## src/rtl/sseg_pkg.sv

```systemverilog
// Shared types and constants for the seven-segment scan controller.
// Segment patterns are active low, ordered gfedcba.
package sseg_pkg;

    typedef enum logic {
        BLANK = 1'b0,
        DRIVE = 1'b1
    } state_e;

    localparam logic [3:0] AN_OFF  = 4'b1111;
    localparam logic [6:0] SEG_OFF = 7'h7F;

    localparam logic [6:0] HEX_SEG [16] = '{
        7'h40, 7'h79, 7'h24, 7'h30,
        7'h19, 7'h12, 7'h02, 7'h78,
        7'h00, 7'h10, 7'h08, 7'h03,
        7'h46, 7'h21, 7'h06, 7'h0E
    };

endpackage

```

## src/rtl/sseg_scan_ctrl_hex_to_sseg.sv

```systemverilog
// Hex nibble to active-low seven-segment pattern.
// Purely combinational lookup into the shared pattern table.
module hex_to_sseg
    import sseg_pkg::*;
(
    input  logic [3:0] nib_i,
    output logic [6:0] seg_o
);

    assign seg_o = HEX_SEG[nib_i];

endmodule

```

## src/rtl/sseg_scan_ctrl.sv

```systemverilog
// Four-digit multiplexed display scanner with per-slot blanking
// and frame-aligned commit of staged values.
module sseg_scan_ctrl
    import sseg_pkg::*;
#(
    parameter int REFRESH_DIV  = 100000,
    parameter int BLANK_CYCLES = 1000
) (
    input  logic        clk,
    input  logic        reset,
    input  logic [15:0] value_in,
    input  logic [3:0]  dig_en,
    input  logic        update,
    output logic        update_ack,
    output logic        frame_tick,
    output logic [3:0]  an,
    output logic [6:0]  cathode
);

    localparam int CW = $clog2(REFRESH_DIV);
    localparam logic [CW-1:0] BLANK_LAST = CW'(BLANK_CYCLES - 1);
    localparam logic [CW-1:0] SLOT_LAST  = CW'(REFRESH_DIV - 1);

    state_e        state_q, state_d;
    logic [CW-1:0] cnt_q, cnt_d;
    logic [1:0]    idx_q, idx_d;

    logic [15:0] shadow_val_q;
    logic [3:0]  shadow_en_q;
    logic [15:0] stage_val_q;
    logic [3:0]  stage_en_q;
    logic        pending_q;

    logic [3:0] an_q;
    logic [6:0] cathode_q;
    logic       ack_q;
    logic       tick_q;

    logic       commit;
    logic       digit_on;
    logic       tick_d;
    logic [3:0] nib;
    logic [6:0] seg;
    logic [3:0] an_d;

    always_comb begin
        state_d = state_q;
        cnt_d   = cnt_q + 1'b1;
        idx_d   = idx_q;
        unique case (state_q)
            BLANK: begin
                if (cnt_q == BLANK_LAST) state_d = DRIVE;
            end
            DRIVE: begin
                if (cnt_q == SLOT_LAST) begin
                    state_d = BLANK;
                    cnt_d   = '0;
                    idx_d   = idx_q + 2'd1;
                end
            end
            default: state_d = BLANK;
        endcase
    end

    // Register the tick from next-state so it lines up with the last slot cycle.
    assign tick_d = (state_d == DRIVE) && (idx_d == 2'd3) &&
                    (cnt_d == SLOT_LAST);

    assign commit = tick_q && pending_q;

    always_comb begin
        nib = shadow_val_q[3:0];
        unique case (idx_q)
            2'd0: nib = shadow_val_q[3:0];
            2'd1: nib = shadow_val_q[7:4];
            2'd2: nib = shadow_val_q[11:8];
            2'd3: nib = shadow_val_q[15:12];
            default: nib = shadow_val_q[3:0];
        endcase
    end

    hex_to_sseg u_hex (
        .nib_i (nib),
        .seg_o (seg)
    );

    assign digit_on = (state_q == DRIVE) && shadow_en_q[idx_q];
    assign an_d     = ~(4'b0001 << idx_q);

    always_ff @(posedge clk) begin
        if (reset) begin
            state_q      <= BLANK;
            cnt_q        <= '0;
            idx_q        <= 2'd0;
            shadow_val_q <= 16'h0000;
            shadow_en_q  <= 4'b0000;
            stage_val_q  <= 16'h0000;
            stage_en_q   <= 4'b0000;
            pending_q    <= 1'b0;
            an_q         <= AN_OFF;
            cathode_q    <= SEG_OFF;
            ack_q        <= 1'b0;
            tick_q       <= 1'b0;
        end else begin
            state_q <= state_d;
            cnt_q   <= cnt_d;
            idx_q   <= idx_d;
            tick_q  <= tick_d;
            ack_q   <= commit;
            if (commit) begin
                shadow_val_q <= stage_val_q;
                shadow_en_q  <= stage_en_q;
                pending_q    <= 1'b0;
            end
            // A same-cycle update re-arms pending after the commit above.
            if (update) begin
                stage_val_q <= value_in;
                stage_en_q  <= dig_en;
                pending_q   <= 1'b1;
            end
            an_q      <= digit_on ? an_d : AN_OFF;
            cathode_q <= digit_on ? seg  : SEG_OFF;
        end
    end

    assign an         = an_q;
    assign cathode    = cathode_q;
    assign update_ack = ack_q;
    assign frame_tick = tick_q;

endmodule

```

## config.mk

```make
export PLATFORM = sky130hd
export DESIGN_NAME = sseg_scan_ctrl
export DESIGN_NICKNAME = d
export VERILOG_FILES = /design/src/rtl/sseg_pkg.sv /design/src/rtl/sseg_scan_ctrl_hex_to_sseg.sv /design/src/rtl/sseg_scan_ctrl.sv
export SDC_FILE = /design/constraint.sdc
export NUM_CORES = 1
export LEC_CHECK = 0
export ABC_AREA = 1
export CAP_MARGIN = 25
export CORE_AREA = 2 2 81 83
export DETAILED_ROUTE_END_ITERATION = 8
export DIE_AREA = 0 0 83 85
export HOLD_SLACK_MARGIN = 0.1
export MAX_ROUTING_LAYER = met4
export PLACE_DENSITY_LB_ADDON = 0.25
export SKIP_LAST_GASP = 1
export SYNTH_ARGS = -nofsm -noshare
export SYNTH_HDL_FRONTEND = slang
export SYNTH_HIERARCHICAL = 1
export SYNTH_SLANG_ARGS = --single-unit
```

## constraint.sdc

```tcl
create_clock -name clk -period 2.8 [get_ports clk]
set_input_delay 0.56 -clock clk [delete_from_list [all_inputs] [get_ports clk]]
set_output_delay 0.56 -clock clk [all_outputs]
set_load 0.02 [all_outputs]
```

# [After elaboration in Yosys (flattened, before gate mapping)]
# Memories as Yosys holds them, arrays and structs flattened. A register that Yosys moved wholly into a read port is not among the register bits.
# Cells that the tools add are included.
[word_totals] word_cells=46 inputBits=23 romBits=112 memories=1 output_inout_bits=13 ff_bits=67
[mem_list] name="(no name shown)" words=16 word_bits=7 read_ports=1 rd_ports_with_merged_regs=1 write_ports=0 line="sseg_scan_ctrl_hex_to_sseg.sv:10" rtl="assign seg_o = HEX_SEG[nib_i];"
[op_classes] reduce_logical=7 n_eq_ne=7 add_sub_neg=2 shift=1 muxes=12 order_cmp=1 bitwise=4
[op_table] op="17-bit == test, second input constant" count=2
[op_table] op="17-bit 2-to-1 mux" count=2
[op_table] op="17-bit by 1-bit adder with 17-bit output, second input constant" count=1
[op_table] op="17-bit by 10-bit == test with 1-bit output, second input constant" count=1
[op_table] op="4-bit one-hot mux with 4 select lines" count=1
[op_table] op="2-bit == test, second input constant" count=3
[op_table] op="1-bit 2-to-1 mux" count=5
[op_table] op="4-bit inverter with 5-bit output" count=1
[op_table] op="1-bit logical AND" count=4
[op_table] op="2-bit 2-to-1 mux" count=2
[op_table] op="4-bit inverter" count=1
[op_table] op="1-bit by 2-bit << shifter with 4-bit output, first input constant" count=1
[op_table] op="2-bit by 3-bit less-than comparator with 1-bit output, second input constant" count=1
[op_table] op="2-bit by 1-bit adder with 2-bit output, second input constant" count=1
[op_table] op="1-bit binary-select mux with 2-bit select" count=1
[op_table] op="2-bit by 1-bit == test with 1-bit output, second input constant" count=1
[op_table] op="2-bit zero test" count=1
[op_table] op="1-bit inverter" count=2
[op_table] op="1-bit one-hot mux with 2 select lines" count=1
[op_table] op="2-bit nonzero test" count=1
[op_table] op="2-bit OR reduction" count=1

# [Logic depth before layout (Yosys ltp)]
# Gate-level depths: netlist of the first run.
[logic_depth] ltp_word=6 mapped_depth=13 depth_no_buf=13

# [Modules after synthesis]
# Netlist of the first run, hierarchy kept.
[by_module_without_submodules] mod="sseg_scan_ctrl" cells_per_inst=426 area_per_inst_um2=3083.0 seq_area_each_um2=1481.4 instances=1
[by_module_without_submodules] mod="hex_to_sseg" cells_per_inst=49 area_per_inst_um2=274.0 seq_area_each_um2=0.0 instances=1

# [Worst setup path after synthesis of the first run]
# Ideal clock, no wire load.
[synth_path] path_kind="register to register" start="reg idx_q[0]" end="reg cathode_q[3] (netlist: cathode[3])" path_buffers=0 setup_time_ps=129 stages_incl_launch_ff=13 slack_ps=641 required_time_ps=2671 synth_period_minus_slack_ps=2159 arrival_time_ps=2030 path_cell_list="dfxtp_1 -> inv_1 -> ha_1 -> a22o_1 -> a21oi_1 -> o21ai_0 -> inv_1 -> ha_1 -> nand2_1 -> nand3_1 -> nand2_1 -> inv_1 -> nand2_1"
[synth_via] word_cells_on_any_way=11 classes_between="eq/ne: 3; mux: 3; bitwise: 2; reduce/logical: 3"
[synth_lines] item="start, declared" line="sseg_scan_ctrl.sv:26" rtl="logic [1:0] idx_q, idx_d;"
[synth_lines] item="start signal, assigned" line="sseg_scan_ctrl.sv:107" rtl="idx_q <= idx_d;"
[synth_lines] item="2-bit == test (tied with other cells)" line="sseg_scan_ctrl.sv:73" rtl="unique case (idx_q)"
[synth_lines] item="4-bit one-hot mux with 4 select lines (*)" line="sseg_scan_ctrl.sv:73"
[synth_lines] item="named net nib[1]" line="sseg_scan_ctrl.sv:42" rtl="logic [3:0] nib;"
[synth_lines] item="4-bit inverter with 5-bit output (implied by the code) (*)" line="sseg_scan_ctrl_hex_to_sseg.sv:10"
[synth_lines] item="end, declared" line="sseg_scan_ctrl.sv:35" rtl="logic [6:0] cathode_q;"
# The timed path passes the listed nets; every way through them passes the cells marked *. The select of a mux whose other input is x is not followed.
# A chain may end at the register's enable or synchronous reset.

# [Worst setup path in the final report of the first run]
# Ends and elaborated chain as after synthesis.

==> results of run 1 <==
[final cells by class]
| class | instances | area (µm²) |
|---|---|---|
| repair buffers | 40 | 388 |
| multi-input cells | 341 | 1640 |
| clock buffers | 11 | 131 |
| well taps | 77 | 96.3 |
| flip-flops and latches | 74 | 1480 |
| fillers | 577 | 2270 |
| clock inverters | 5 | 31.3 |
| inverters | 43 | 161 |
[power breakdown]
| group | leakage, nW | internal (mW) | switching [mW] |
|---|---|---|---|
| Sequential | 0.603 | 1.08 | 0.0118 |
| Clock | 0.0831 | 0.319 | 0.394 |
| Combinational | 0.922 | 0.0475 | 0.0447 |
| Total | 1.61 | 1.44 | 0.450 |
[cells in the mapped netlist]
library cell / instances / area share, %
nor2_1: 122 / 14
nand2_1: 88 / 9.8
dfxtp_1: 74 / 44
o21ai_0: 47 / 7.0
inv_1: 41 / 4.6
nand3_1: 27 / 4.0
clkbuf_1: 14 / 1.6
ha_1: 13 / 4.8
a21oi_1: 12 / 1.8
nand4_1: 8 / 1.5
a22o_1: 4 / 1.0
nor2_2: 4 / 0.75
xor2_1: 3 / 0.78
buf_2: 2 / 0.30
nor2_4: 2 / 0.67
a221oi_1: 1 / 0.26
buf_6: 1 / 0.34
clkinv_1: 1 / 0.11
inv_2: 1 / 0.11
nand2_2: 1 / 0.19
nand2_4: 1 / 0.34
nand3b_1: 1 / 0.22
nand4_2: 1 / 0.37
nor3_1: 1 / 0.15
o21ai_1: 1 / 0.15
o21ai_2: 1 / 0.26
o21bai_1: 1 / 0.22
o21bai_2: 1 / 0.34
xor2_2: 1 / 0.48
[cell families (layout without fill, tap and decap cells)]
kind of cell,Yosys count,in the layout
fa+ha+maj,13,13
simple gates,256,256
compound gates,68,68
xor+xnor,4,4
buf+inv,60,99
flops,74,74
[path summary, 6_finish.rpt]
check	startpoint	to	slack [ps]	depth (start not counted)
max	idx_q[0]	cathode[3]	310	13
max reg2reg	idx_q[0]	cathode[3]	310	13
min	pending_q	pending_q	470	2
min reg2reg	pending_q	pending_q	470	2
[flip-flops by register name, summed over array words and instances, names as in the netlist]
name / count
an: 4
cathode: 7
cnt_q: 17
frame_tick: 1
idx_q: 2
pending_q: 1
shadow_en_q: 4
shadow_val_q: 16
stage_en_q: 4
stage_val_q: 16
state_q: 1
update_ack: 1
[stage by stage]
step	hold WS (ps)	worst slack (ps)	total power [mW]	instances	utilization [%]
global placement	441	482	1.20	575	60.7
floorplan	430	641	1.16	475	-
detailed placement	449	285	1.21	575	60.7
global route	506	36.1	1.98	591	63.3
finish	470	306	1.89	591	63.3
CTS	467	233	1.91	591	63.3
[layer usage]
metal  wire length [µm]  global-route usage [%]
met1               3260                    25.1
met2               3040                    32.5
met3                274                    5.06
met4                127                    8.64
met5                  0                       -
[repair_timing]
| action | CTS | global route |
|---|---|---|
| endpoints found under the setup margin | 0 | 1 |
| hold endpoints to repair | 0 | 0 |
| gates resized for setup | 0 | 1 |
[critical path, delay by kind of cell, from the launching register on]
family | cells | cell delay, ps
DFF | 1 | 370
buffers and inverters | 4 | 560
AOI/OAI and AO/OA | 3 | 680
adders and majority gates | 2 | 540
and+or+nand+nor | 4 | 240
==> impl_metrics.json, run 1 <==
{
  "htreeDepth": 3,
  "syn_to_final_growth_pct": 17.1,
  "avgRoutedWirePerCell_um": 11.3,
  "slew_viol_final": 0,
  "rows": 29,
  "synth_adder_area_share_pct": 4.85,
  "period_minus_slack_ps": 2490,
  "crit_path_end_kind": "register",
  "yosysSeqAreaShare_pct": 44.1,
  "syn_nets": 511,
  "dieArea_mm2": 0.00706,
  "power.leakage_nw": 1.61,
  "coreArea_mm2": 0.00620,
  "syn_area_per_cell_um2": 7.07,
  "vias_per_cell": 5.01,
  "path_cells": "inv_1, ha_1, a22o_1, a21oi_1, o21ai_0, inv_1, ha_1, inv_1, nand2_1, nand3_1, nand2_1, inv_1, nand2_1",
  "grt_pass1_vias": 2640,
  "status": "completed",
  "ys_seq_elements": 74,
  "setup_tns_ps": 0,
  "slew_headroom_pct": 36.6,
  "ctsLongestPathBuffers": 2,
  "insertedDiodeCount": 0,
  "ys_warn_count": 6,
  "cpMostUsedCell": "inv_1",
  "clock_skew_ps": 14.4,
  "postRouteAntennaNets": 0,
  "cp_slowest_cell": "o21ai_0",
  "syn_area_mm2": 0.00336,
  "cts_inserted_buffers": 9,
  "detail_route.iter0.violations": 150,
  "final_common_cell": "nor2_1",
  "cp_data_arrival_time_ps": 2740,
  "fin_nets": 545,
  "portBuffers": 35,
  "synth-simple-area-share_pct": 31.7,
  "synthXorXnorAreaFrac_pct": 1.27,
  "synth_compound_area_share_pct": 11.1,
  "crit_type": "reg -> reg",
  "antenna_found_initial": 0,
  "drive_gt1_share_pct": 6.23,
  "die_h_um": 85,
  "worstPathRequired_ps": 3050,
  "clk_latency_ps": 350,
  "floorplan.initialDensity_pct": 54.1,
  "clock_sinks": 74,
  "ios": 36,
  "max_stage_delay_ps": 470,
  "place_area_mm2": 0.00377,
  "netlist_instances": 475,
  "dp_hpwl_mm": 4.88,
  "worst_pin_slew_ps": 941,
  "grt_use_total_pct": 20.5,
  "cts_tree": "built",
  "max_cap_violations": 0,
  "finalSetupViolCount": 0,
  "start_kind": "register",
  "synth_top_family_by_area": "simple AND/OR/NAND/NOR gates",
  "critPathMaxFanout": 7,
  "min_path_type": "reg -> reg",
  "cts-root-buf": "clkbuf_8",
  "rsz0062_at_grt": "false",
  "post-cts-setup-buffers": 0,
  "mostFrequentLayoutCells": "nor2_1 (122), nand2_1 (88), dfxtp_1 (74), o21ai_0 (46), inv_1 (41)",
  "clk_pin_slew_ps": 80,
  "pwr_density_cell_mw_per_mm2": 482,
  "drc_errors": 0,
  "vias": 2960,
  "die_w_um": 83,
  "grt-ovfl-total": 0,
  "min_period_over_period_pct": 89.1,
  "grt_pass1_wl_mm": 11.4,
  "drt-pass1-iter-count": 7,
  "grt_start_max_net_pins": 43,
  "stdcell_area_mm2": 0.00393,
  "peakVddDrop_mv": 0.369,
  "ys_types": 29,
  "clock.fmax_mhz": 401,
  "postCtsHoldBufs": 0,
  "drt-total-wl_mm": 6.70,
  "finalHoldViolCount": 0,
  "muxShareOfSynthArea_pct": 0,
  "gp_congestion": 0.950
}
Note: power is estimated with default switching activity, not from simulation.
==> run 2: changes to the inputs <==
- TNS_END_PERCENT: not set -> 50
==> results of run 2 <==
Same layout as run 1: the final DEF is identical, and so are final timing and power.
==> run 3: changes to the inputs <==
- clock period: 2.8 -> 2.91 ns (I/O delays scaled with it)
==> impl_metrics.json, run 3 (same netlist as run 1, synthesis figures left out) <==
{
  "status": "completed",
  "drt-total-wl_mm": 6.82,
  "rows": 29,
  "cts-root-buf": "clkbuf_8",
  "syn_to_final_growth_pct": 18.4,
  "worst_pin_slew_ps": 970,
  "crit_type": "reg -> reg",
  "largest_registers": "cnt_q x17, shadow_val_q x16, stage_val_q x16",
  "vias_per_cell": 5.09,
  "final_common_cell": "nor2_1",
  "internal_power_mw": 1.51,
  "ios": 36,
  "avgRoutedWirePerCell_um": 11.5,
  "cp.depth": 13,
  "fin_nets": 545,
  "critPathLaunch": "idx_q[0]",
  "mostFrequentLayoutCells": "nor2_1 (122), nand2_1 (88), dfxtp_1 (74), o21ai_0 (47), inv_1 (41)",
  "grt_use_total_pct": 21.6,
  "die_w_um": 83,
  "rr_startpoint": "idx_q[0]",
  "stdcell_area_mm2": 0.00398,
  "cp_top_family": "compound AO/OA/AOI/OAI gates",
  "worstRegToRegCells": 13,
  "cp_num_buf_inv": 4,
  "max_cap_violations": 0,
  "post-cts-setup-buffers": 0,
  "clock_sinks": 74,
  "combinationalPowerShare_pct": 4.5,
  "cts.repair.resized": 0,
  "period_minus_slack_ps": 2510,
  "register_area_mm2": 0.00148,
  "dieArea_mm2": 0.00706,
  "finalSetupViolCount": 0,
  "fill_cells": 565,
  "insertedDiodeCount": 0,
  "clk_pin_slew_ps": 80,
  "crit_path_end_kind": "register",
  "gp_congestion": 0.892,
  "die_h_um": 85,
  "floorplan.initialDensity_pct": 54.1,
  "drc_errors": 0,
  "peakVddDrop_mv": 0.328,
  "grt-ovfl-total": 0,
  "htreeDepth": 3,
  "hold_depth": 1,
  "switching_share_pct": 23.6,
  "finalHoldViolCount": 0,
  "cp_data_arrival_time_ps": 2770,
  "clock_skew_ps": 8.85,
  "min_path_type": "reg -> reg",
  "critPathMaxFanout": 7,
  "grt_pass1_wl_mm": 12.1,
  "worstPathRequired_ps": 3170,
  "slew_viol_final": 0,
  "pwr-share-clk_pct": 42.5,
  "ctsLongestPathBuffers": 2,
  "slew_headroom_pct": 34.7,
  "cpMostUsedCell": "inv_1",
  "min_from": "cnt_q[0]",
  "vias": 3007,
  "grt_start_max_net_pins": 41,
  "top_register": "cnt_q",
  "path_cells": "inv_1, ha_1, a22o_1, a21oi_1, o21ai_0, inv_1, ha_1, inv_1, nand2_1, nand3_1, nand2_1, inv_1, nand2_1",
  "pwr_density_cell_mw_per_mm2": 496,
  "grt_pass1_vias": 2835,
  "drive_gt1_share_pct": 6.61,
  "rsz0062_at_grt": "false",
  "power.switching_mw": 0.465,
  "postRouteAntennaNets": 0,
  "antenna_found_initial": 0,
  "coreArea_mm2": 0.00620,
  "seq_power_share_pct": 53.0,
  "min_period_over_period_pct": 86.3,
  "cts_tree": "built",
  "max_stage_delay_ps": 510,
  "postCtsHoldBufs": 0,
  "power.leakage_nw": 1.62,
  "clk_latency_ps": 360,
  "detail_route.iter0.violations": 143,
  "start_kind": "register",
  "fin_worst_hold_slack_ps": 468,
  "largest_reg_flops": 17,
  "cts_inserted_buffers": 9,
  "portBuffers": 35,
  "post-route-util_pct": 64.1,
  "cp_slowest_cell": "o21ai_0",
  "multi_input_area_mm2": 0.00164,
  "dp_hpwl_mm": 5.02,
  "clock.fmax_mhz": 398,
  "place_area_mm2": 0.00377,
  "drt-pass1-iter-count": 4,
  "setup_tns_ps": 0
}
-- run 3: per-stage QoR --
step	power (mW)	instances	setup WS [ps]
finish	1.97	591	397
global route	2.05	591	157
CTS	1.99	591	402
detailed placement	1.16	575	416
global placement	1.16	575	589
floorplan	1.11	475	751
-- run 3: power groups by stage --
stage / clock network [mW] / registers, mW / logic (mW)
finish: 0.838 / 1.05 / 0.0892
floorplan: 0 / 1.07 / 0.0478
global placement: 0 / 1.07 / 0.0872
detailed placement: 0 / 1.07 / 0.0899
CTS: 0.853 / 1.05 / 0.0905
global route: 0.900 / 1.05 / 0.103
-- run 3: final cells by class --
| cell class | count | area share [%] |
|---|---|---|
| inverters | 43 | 4.06 |
| well taps | 77 | 2.42 |
| clock buffers | 10 | 3.46 |
| clock inverters | 6 | 1.79 |
| multi-input cells | 341 | 41.3 |
| flip-flops and latches | 74 | 37.3 |
| repair buffers | 40 | 9.75 |
-- run 3: worst paths after layout --
path | endpoint | slack (ps)
min reg2reg | cnt_q[0] | 470
min | cnt_q[0] | 470
max reg2reg | cathode[0] | 400
max | cathode[0] | 400
-- run 3: layer usage --
metal  part of all wire (%)  wire [µm]  vias to the layer above  global-route usage [%]
met3                    5.2        354                       13                    5.16
li1                       -          -                     1576                       -
met2                     46       3170                       80                    34.0
met4                    2.2        153                        0                    11.2
met5                      0          0                        -                       -
met1                     46       3140                     1338                    25.8
==> variant (settings of run 3) <==
`REFRESH_DIV`: 100000 -> 400000.
--- a/src/rtl/sseg_scan_ctrl.sv
+++ b/src/rtl/sseg_scan_ctrl.sv
@@ -5,3 +5,3 @@
 #(
-    parameter int REFRESH_DIV  = 100000,
+    parameter int REFRESH_DIV  = 400000,
     parameter int BLANK_CYCLES = 1000
Behaviour: no difference found for any inputs over 10 cycles, from zero or initial values and one cycle with reset high; that may be too few to reach the edited logic, so the function may still have changed.
==> variant against run 3 <==
- sequential cell count up 2
- design area up 1.8%
- global-route usage up 1.0 points
- area after synthesis up 2.6%
- synthesized cell count up 4.6%
- non-clock buffer count up 1
- first-iteration DRC count up 46%
- cell count up 3.9%
- routed wire length up 8.1%
- total power down 2.2%
- worst setup slack worse by 0.053 ns
- count of clock-buffer cells in the layout unchanged
- via count up 3.8%
- hold slack worse by 0.0040 ns
- highest routed layer unchanged
==> variant: results (changes against run 3) <==
stage,metric,value,unit,change
synthesis,register area share after synthesis,0.4415,,about the same
layout,antenna cells,0,,unchanged
power_and_ir_drop,leakage,1.648,nW,+1.5%
synthesis,async set-or-reset flop fraction in the synthesized netlist,0,,unchanged
worst_hold_path,Hold Path Depth,1,,unchanged
cts,TritonCTS Buffers,9,,unchanged
detailed_routing,drt total wl,7370,um,+8.1%
grt,vias in the first global route,2959,,+4.4%
placement,gpl congestion,0.9190,,+3.1%
cts,Worst-Skew Late Latency,0.34,ns,-0.02 ns
worst_setup_path,max incr delay on CP,0.52,ns,
placement,port bufs,35,,unchanged
worst_hold_path,worst hold path type,reg2reg,,
cts,PostCTS Resize Cnt,0,,unchanged
cts,Clock Pin Slew Worst Setup and Hold Paths,0.07,ns,
outcome,status,finished clean,,
grt,largest net degree at the start of global routing,42,,+2.4%
sta,clk_skew,0.009221,ns,+0.0003740 ns
cts,clock root cell,clkbuf_8,,
layout,Post-layout nets,569,,+4.4%
detailed_routing,drt pass-1 iters,4,,unchanged
synthesis,Synth cell types,24,,-17%
grt,global-route usage over all layers,0.2260,,+0.01012
power_and_ir_drop,VDD IR-drop max,0.3658,mV,+12%
cts,Setup Buffers After CTS,0,,unchanged
layout,share of post-route cells with drive strength above 1,0.06331,,-0.002833
synthesis,Yosys Warn Count,6,,unchanged
worst_setup_path,reg2reg path depth,12,,-1
synthesis,syn nets,533,,+4.3%
detailed_routing,DRT iter0 DRCs,209,,+46%
layout,Largest regs,"cnt_q x19, shadow_val_q x16, stage_val_q x16",,
detailed_routing,Vias,3122,,+3.8%
cts,CTS max path bufs,2,,unchanged
sta,Max-slew headroom,0.3226,,-0.02413
worst_setup_path,crit-path max FO,7,,unchanged
synthesis,synth cell count leaders,"128 x nor2_1, 96 x nand2_1, 76 x dfxtp_1",,
worst_setup_path,Arrival @ worst endpoint,2.79,ns,+0.02 ns
detailed_routing,DRC violations left,0,,unchanged
cts,H-tree Lvls,3,,unchanged
layout,Fillers,573,,+1.4%
sta,Final Max Slew Viols,0,,unchanged
grt,global-route wire length before repair,12630,um,+4.3%
power_and_ir_drop,switching pwr,0.0004317,W,-7.3%
worst_setup_path,CP max stage cell,o21ai_0,,
placement,hpwl dp,5394,um,+7.5%
grt,initial antenna violation count,0,,unchanged
synthesis,main area contributors after synthesis,"dfxtp_1 44%, nor2_1 14%, nand2_1 10%, o21ai_0 6.8%, inv_1 5.0%",,
variant: path summary, 6_finish.rpt:
path                                     startpoint                     to  slack, ns
worst max-delay path            idx_q[0]$_SDFF_PP0_  cathode[3]$_SDFF_PP1_       0.34
worst min-delay path            cnt_q[0]$_SDFF_PP0_    cnt_q[0]$_SDFF_PP0_       0.46
worst max register to register  idx_q[0]$_SDFF_PP0_  cathode[3]$_SDFF_PP1_       0.34
worst min register to register  cnt_q[0]$_SDFF_PP0_    cnt_q[0]$_SDFF_PP0_       0.46
variant: cells by family after synthesis:
kind of cell / share of synthesized area
compound gates: 0.1082
simple gates: 0.3206
fa+ha+maj: 0.04721
buf+inv: 0.07480
xor+xnor: 0.007627
flops: 0.4415
variant: per-layer routing:
metal | track usage | wire, um
met5 | - | 0
met4 | 0.09389 | 158
met3 | 0.05642 | 355
met2 | 0.3827 | 3545
met1 | 0.2563 | 3311
variant: layout make-up:
cell class                 count  area share
tap                           77     0.02381
multi-input combinational    355      0.4119
inverter                      50     0.04638
sequential                    76      0.3760
timing repair buffer          41     0.09709
clock buffer                  10     0.03154
clock inverter                 5     0.01330
variant: critical path: cells and delay by family (launching register included):
family | cells | cell delay [ns]
buffers and inverters | 3 | 0.49
and+or+nand+nor | 4 | 0.24
DFF | 1 | 0.37
AOI/OAI and AO/OA | 3 | 0.73
adders and majority gates | 2 | 0.63
variant: stage by stage:
| step | power, W | hold WS, ns | setup slack [ns] | instance area [um^2] | instances |
|---|---|---|---|---|---|
| after floorplan | 0.001144 | 0.4297 | 0.7590 | 3446 | 497 |
| after global placement | 0.001186 | 0.4455 | 0.3171 | 3860 | 598 |
| after detailed placement | 0.001189 | 0.4508 | 0.3805 | 3865 | 599 |
| after CTS | 0.001940 | 0.4678 | 0.3720 | 4046 | 614 |
| after global routing | 0.002000 | 0.4865 | 0.1241 | 4046 | 614 |
| final | 0.001929 | 0.4635 | 0.3441 | 4046 | 614 |
variant: power by group through the flow:
stage / Clock (W) / Combinational, W / Sequential, W
final: 0.000764 / 0.0000910 / 0.00107
after global routing: 0.000818 / 0.000106 / 0.00108
after CTS: 0.000775 / 0.0000918 / 0.00107
after detailed placement: 0 / 0.0000908 / 0.00110
after global placement: 0 / 0.0000888 / 0.00110
after floorplan: 0 / 0.0000488 / 0.00109
